--- src/rtl/load_extend_ctrl.sv ---
// Load sequencer: issues one or two word reads, selects the byte/half lane,
// sign/zero-extends it and returns the result with a one-cycle done pulse.
module load_extend_ctrl #(
  parameter int TIMEOUT = 15,
  parameter int TO_W    = 8
) (
  input  logic        i_clk,
  input  logic        i_rst_n,
  input  logic        i_ld_req,
  input  logic [31:0] i_ld_addr,
  input  logic [1:0]  i_ld_size,
  input  logic        i_ld_signed,
  output logic        o_ld_busy,
  output logic        o_ld_done,
  output logic        o_ld_err,
  output logic [31:0] o_ld_data,
  output logic [31:0] o_ld_data_hi,
  output logic        o_mem_req,
  output logic [31:0] o_mem_addr,
  input  logic        i_mem_ack,
  input  logic [31:0] i_mem_rdata
);

  typedef enum logic [1:0] {S_IDLE, S_REQ0, S_REQ1, S_DONE} state_t;

  state_t          r_state;
  state_t          w_state_next;
  logic [31:0]     r_addr;
  logic [1:0]      r_size;
  logic            r_signed;
  logic [TO_W-1:0] r_cnt;
  logic [31:0]     r_ld_data;
  logic [31:0]     r_ld_data_hi;
  logic            r_ld_err;

  logic            w_misaligned;
  logic            w_expire;
  logic [7:0]      w_byte;
  logic [15:0]     w_half;
  logic [31:0]     w_ext;
  logic [31:0]     w_base;

  assign w_expire = (r_cnt == TO_W'(TIMEOUT - 1));
  assign w_base   = {r_addr[31:2], 2'b00};

  always_comb begin
    w_misaligned = 1'b0;
    case (i_ld_size)
      2'b01:   w_misaligned = i_ld_addr[0];
      2'b10:   w_misaligned = (i_ld_addr[1:0] != 2'b00);
      2'b11:   w_misaligned = (i_ld_addr[2:0] != 3'b000);
      default: w_misaligned = 1'b0;
    endcase
  end

  // Lane select and extension operate on the latched address, not the live input.
  always_comb begin
    w_byte = i_mem_rdata[{r_addr[1:0], 3'b000} +: 8];
    w_half = i_mem_rdata[{r_addr[1], 4'b0000} +: 16];
    w_ext  = i_mem_rdata;
    case (r_size)
      2'b00:   w_ext = {{24{r_signed & w_byte[7]}}, w_byte};
      2'b01:   w_ext = {{16{r_signed & w_half[15]}}, w_half};
      default: w_ext = i_mem_rdata;
    endcase
  end

  always_ff @(posedge i_clk or negedge i_rst_n) begin
    if (!i_rst_n) begin
      r_state <= S_IDLE;
    end else begin
      r_state <= w_state_next;
    end
  end

  always_comb begin
    w_state_next = r_state;
    o_mem_req    = 1'b0;
    o_mem_addr   = 32'h0;
    o_ld_done    = 1'b0;
    case (r_state)
      S_IDLE: begin
        if (i_ld_req) begin
          w_state_next = w_misaligned ? S_DONE : S_REQ0;
        end
      end
      S_REQ0: begin
        o_mem_req  = 1'b1;
        o_mem_addr = w_base;
        if (i_mem_ack) begin
          w_state_next = (r_size == 2'b11) ? S_REQ1 : S_DONE;
        end else if (w_expire) begin
          w_state_next = S_DONE;
        end
      end
      S_REQ1: begin
        o_mem_req  = 1'b1;
        o_mem_addr = w_base + 32'd4;
        if (i_mem_ack || w_expire) begin
          w_state_next = S_DONE;
        end
      end
      S_DONE: begin
        o_ld_done    = 1'b1;
        w_state_next = S_IDLE;
      end
      default: w_state_next = S_IDLE;
    endcase
  end

  always_ff @(posedge i_clk or negedge i_rst_n) begin
    if (!i_rst_n) begin
      r_addr       <= 32'h0;
      r_size       <= 2'b00;
      r_signed     <= 1'b0;
      r_cnt        <= '0;
      r_ld_data    <= 32'h0;
      r_ld_data_hi <= 32'h0;
      r_ld_err     <= 1'b0;
    end else begin
      case (r_state)
        S_IDLE: begin
          if (i_ld_req) begin
            r_addr       <= i_ld_addr;
            r_size       <= i_ld_size;
            r_signed     <= i_ld_signed;
            r_cnt        <= '0;
            r_ld_data    <= 32'h0;
            r_ld_data_hi <= 32'h0;
            r_ld_err     <= w_misaligned;
          end
        end
        S_REQ0: begin
          if (i_mem_ack) begin
            r_ld_data <= w_ext;
            r_cnt     <= '0;
          end else if (w_expire) begin
            r_ld_err     <= 1'b1;
            r_ld_data    <= 32'h0;
            r_ld_data_hi <= 32'h0;
          end else begin
            r_cnt <= r_cnt + TO_W'(1);
          end
        end
        S_REQ1: begin
          // A second-beat timeout also discards the already captured low word.
          if (i_mem_ack) begin
            r_ld_data_hi <= i_mem_rdata;
          end else if (w_expire) begin
            r_ld_err     <= 1'b1;
            r_ld_data    <= 32'h0;
            r_ld_data_hi <= 32'h0;
          end else begin
            r_cnt <= r_cnt + TO_W'(1);
          end
        end
        default: ;
      endcase
    end
  end

  assign o_ld_busy    = (r_state != S_IDLE);
  assign o_ld_err     = r_ld_err;
  assign o_ld_data    = r_ld_data;
  assign o_ld_data_hi = r_ld_data_hi;

endmodule
--- config.mk ---
export PLATFORM = sky130hd
export DESIGN_NAME = load_extend_ctrl
export DESIGN_NICKNAME = d
export VERILOG_FILES = /design/src/rtl/load_extend_ctrl.sv
export SDC_FILE = /design/constraint.sdc
export NUM_CORES = 1
export LEC_CHECK = 0
export ABC_CLOCK_PERIOD_IN_PS = 2300
export CAP_MARGIN = 20
export CORE_ASPECT_RATIO = 1.1
export CORE_MARGIN = 4
export CORE_UTILIZATION = 48
export CTS_BUF_LIST = sky130_fd_sc_hd__clkbuf_16
export CTS_CLUSTER_SIZE = 12
export DETAILED_ROUTE_END_ITERATION = 16
export MAX_ROUTING_LAYER = met4
export PLACE_DENSITY = 0.9
export SYNTH_ARGS = -nofsm -noshare
export SYNTH_HDL_FRONTEND = slang
export SYNTH_SLANG_ARGS = --single-unit
--- constraint.sdc ---
create_clock -name i_clk -period 2.3 [get_ports i_clk]
set_input_delay 0.345 -clock i_clk [delete_from_list [all_inputs] [get_ports i_clk]]
set_output_delay 0.345 -clock i_clk [all_outputs]
set_load 0.005 [all_outputs]
==> Word-level counts from Yosys, hierarchy flattened <==
Cells that the tools add are included.
{ "op_classes": {"mul": 0, "mux": 30, "div_mod_pow": 0, "n_eq_ne": 16, "reduce_logical": 14, "bitwise_logic": 2, "n_lt_le_gt_ge": 0, "n_addsub": 2, "n_shift": 2} }
{ "op_table": {"columns": ["cell", "count"], "rows": [
  ["2-to-1 mux 32 bit", 7],
  ["one-hot mux 32 bit (3 select lines)", 2],
  ["one-hot mux 32 bit (2 select lines)", 2],
  ["adder 32 x 3 -> 32 bit (second input constant)", 1],
  ["2-to-1 mux 8 bit", 4],
  ["variable part select 32 x 6 -> 16 bit", 1],
  ["variable part select 32 x 6 -> 8 bit", 1],
  ["one-hot mux 8 bit (3 select lines)", 1],
  ["equality test 2 bit (second input constant)", 5],
  ["2-to-1 mux 2 bit", 5],
  ["!= test 2 bit (second input constant)", 5],
  ["AND reduction 3 bit", 3],
  ["adder 8 x 1 -> 8 bit (second input constant)", 1],
  ["equality test 8 x 4 -> 1 bit (second input constant)", 1],
  ["one-hot mux 2 bit (4 select lines)", 1],
  ["equality test 2 x 1 -> 1 bit (second input constant)", 3],
  ["2-to-1 mux 1 bit", 6],
  ["nonzero test 2 bit", 3],
  ["nonzero test 3 bit", 2],
  ["zero test 2 bit", 2],
  ["AND reduction 4 bit", 1],
  ["!= test 3 bit (second input constant)", 1],
  ["one-hot mux 1 bit (3 select lines)", 1],
  ["bitwise AND 1 bit", 2],
  ["5 further kinds", 5]
]} }
{ "word_totals": {"romBits": 0, "mem_count": 0, "regBits": 110, "wordCells": 74, "out_inout_bits": 100, "inputBits": 71, "ram_bits": 0, "latch_bits": 0} }

==> Depth between registers and ports, before layout <==
{ "depth": {"word_depth": 5, "depth_mapped": 10} }

==> Least setup slack after synthesis <==
No wires, ideal clock.
{ "synth_path": {"path_type": "reg-to-output", "startpoint": "reg r_addr[2]", "endpoint": "out o_mem_addr[24]", "required_time_ns": 1.955, "path_slack_ns": 0.179, "stages_incl_launch_ff": 7, "path_buffers": 0, "arrival_time_ns": 1.776, "path_cell_list": "dfrtp_1 ha_1 inv_1 nor4_4 nand4_1 or4_1 nand3_1"} }
{ "synth_between": {"elab_chain_len": 2} }
{ "synth_rtl": {"columns": ["item", "line_no", "source"], "rows": [
  ["start: declaration", "28", "logic [31:0] r_addr;"],
  ["start signal: assignment", "124", "r_addr <= i_ld_addr;"],
  ["adder 32 x 3 -> 32 bit", "98", "o_mem_addr = w_base + 32'd4;"],
  ["one-hot mux 32 bit (2 select lines)", "81", "case (r_state)"],
  ["end: declaration", "19", "output logic [31:0] o_mem_addr,"]
]} }
No other way between the ends.

==> Worst setup path after layout <==
Ends and elaborated chain as after synthesis.

==> impl_metrics.json <==
{
  "ys_top_cells_by_count": "dfrtp_1, nand2_1, a22o_1",
  "setup_viol": 20,
  "finalWirelength_um": 21100,
  "grt_pass1_wl_um": 30600,
  "ys.flop_type": "dfrtp_1",
  "combPwrFrac_pct": 60.5,
  "ant_nets": 0,
  "synth_edf_count": 0,
  "grt_max_degree": 111,
  "hold_viol_final": 0,
  "yosys_register_bits": 110,
  "cts_buffer_depth": 2,
  "numPortBuffers": 168,
  "yosysUniqueCellTypes": 50,
  "crit_path_start_kind": "flop",
  "preCtsSetupSlack_ns": -0.295,
  "num_vias": 6020,
  "drcViolationCount": 0,
  "core_area_sq_um": 11600,
  "critPathKind": "reg2out",
  "power_mw": 11.9,
  "clkSinkCount": 110,
  "cp.required_ns": 1.96,
  "crit_fanout": 3,
  "final.hold.worst_slack_ns": 0.0461,
  "die_area_sq_um": 13900,
  "p_per_area_nw_per_um2": 1310,
  "start_util_pct": 49.9,
  "tightest_slew_ns": 0.616,
  "clock-root-buffer": "clkbuf_16",
  "fin_nets": 909,
  "rsz0062_at_grt": "yes",
  "area_growth_pct": 57.1,
  "die_x_um": 113,
  "synth_area_leaders": "dfrtp_1, mux2_2, a22o_1",
  "finalCritPeriodShare_pct": 120,
  "post_drt_wl_per_cell_um": 21.4,
  "synth.most_common_cell": "dfrtp_1",
  "seq_power_share_pct": 26.1,
  "clk_pin_slew_ns": 0.07,
  "gr-total-overflow": 0,
  "drive_gt1_share_pct": 32.3,
  "p_int_mw": 7.06,
  "clkLatencyLatePin_ns": 0.36,
  "synth_area_per_cell_sq_um": 10.1,
  "viasPerCell": 6.11,
  "cts_max_level": 3,
  "pwr-share-clk_pct": 13.4,
  "first_pass_iters": 5,
  "cts_tree": "built",
  "netlist_area_sq_um": 5810,
  "r2r_cells": 9,
  "critPathArrivalTime_ns": 2.41,
  "antenna_found_initial": 0,
  "num_rows": 41,
  "gp_congestion": 0.933,
  "maxSlewViolCount": 0,
  "holdBufCountCts": 0,
  "dp_hpwl_um": 13700,
  "slew_headroom_pct": 58.6,
  "synth_cells": 576,
  "grt_pass1_vias": 5824,
  "synth_top_area_share_pct": 47.4,
  "hp-class": "in2async",
  "ios": 171,
  "violations": "setup timing",
  "asyncSetResetFlopFracSynth_pct": 100,
  "leakage_nw": 4.10,
  "cp-end-kind": "output pin",
  "antenna_cells": 0,
  "drt_iter0_markers": 496,
  "yosysTopAreaCell": "dfrtp_1",
  "max_freq_mhz": 363,
  "switchingPower_mw": 4.88,
  "worst_slack_ns": -0.457,
  "cts_made_buffers": 9,
  "yosysSeqAreaShare_pct": 47.4,
  "ys_warn_count": 0,
  "min_period_ns": 2.76,
  "drv_cap": 0,
  "status": "finished, violations left",
  "die_h_um": 123,
  "vdd_drop_max_v": 0.000745,
  "sw_frac_of_total_pct": 40.9,
  "grt_usage_pct": 28.6,
  "skew_ns": 0.00626
}
==> cells in the final DEF (no fill, tap or decap), drive strengths merged, types with 7 or more instances in the layout <==
master and instances:
clkdlybuf4s50 137, buf 132, dfrtp 110, nand2 60
a22o 48, o21ai 41, mux2 40, nor2 27
a21oi 21, nand3 19, nand2b 17, clkbuf 17
nand4 15, inv 14, o221ai 13, a31oi 10
nor2b 9, xnor2 8, ha 8, nor3b 7
and3 7
==> routing by layer <==
layer	global-route usage, %	vias to the layer above	part of all wire [%]
met5	-	-	0
met4	9.24	0	2.9
met3	5.48	59	8.9
met2	49.6	389	50
met1	33.8	2929	38
li1	-	2643	-
==> cell type report <==
type | count | area, sq um
repair buffers | 283 | 2630
well taps | 150 | 188
multi-input cells | 413 | 3210
inverters | 13 | 48.8
flip-flops and latches | 110 | 2750
clock buffers | 9 | 225
fillers | 683 | 2520
clock inverters | 7 | 71.3
==> critical path: stages (launching register included) <==
cell and delay (ns):
dfrtp_1 0.39, ha_2 0.21, inv_2 0.07, nor4_4 0.31, nand4_1 0.28, buf_6 0.21, buf_6 0.11, o211ai_1 0.22
nand3_2 0.11, buf_2 0.14
==> power by group through the flow <==
stage / combinational (mW) / sequential, mW / clock, mW
final: 7.23 / 3.11 / 1.60
after CTS: 6.44 / 3.06 / 1.59
after global routing: 7.67 / 3.17 / 1.69
after floorplan: 2.87 / 3.07 / 0
after global placement: 5.74 / 3.06 / 0
after detailed placement: 5.91 / 3.12 / 0
==> registers in the layout (all words and copies together), names as in the netlist <==
name	flops
o_ld_data	32
o_ld_data_hi	32
r_addr	32
r_cnt	8
r_size	2
r_state	2
o_ld_err	1
r_signed	1
==> metrics by stage <==
stage          std cells  cell area, sq um  util (%)  TNS (ns)
3_3_place_gp         923              8100      69.5     -2.85
2_1_floorplan        577              5820         -         0
6_report             985              9130      78.4     -3.62
3_5_place_dp         923              8100      69.5     -3.34
5_1_grt              985              9130      78.4     -4.70
4_1_cts              969              8810      75.6     -1.75
==> worst paths after layout <==
| check | slack [ns] | from | to |
|---|---|---|---|
| worst min-delay path | 0.05 | i_rst_n | o_ld_data_hi[21] |
| worst min register to register | 0.47 | o_ld_data[12] | o_ld_data[12] |
| max in group asynchronous | 1.77 | i_rst_n | r_addr[11] |
| worst max register to register | 0.09 | r_state[1] | o_ld_data[31] |
| min in group i_clk | 0.47 | o_ld_data[12] | o_ld_data[12] |
| worst max-delay path | -0.46 | r_addr[2] | o_mem_addr[24] |
==> timing repair <==
action,4_1_cts,5_1_grt
setup buffers,30,17
endpoints found under the setup margin,30,41
gates cloned,1,3
pin swaps,34,38
resized for setup,158,73
==> logic make-up (layout without fill, tap and decap cells) <==
group | after synthesis | in the layout | synth area share (%)
DFF | 110 | 110 | 47.4
adders and majority gates | 8 | 8 | 1.72
other | 1 | 2 | 0.0645
muxes | 46 | 46 | 8.78
AOI/OAI and AO/OA | 164 | 164 | 20.0
and+or+nand+nor | 182 | 183 | 16.6
buffers and inverters | 55 | 312 | 3.94
xor gates and xnor gates | 10 | 10 | 1.51
Note: power is estimated with default switching activity, not from simulation.
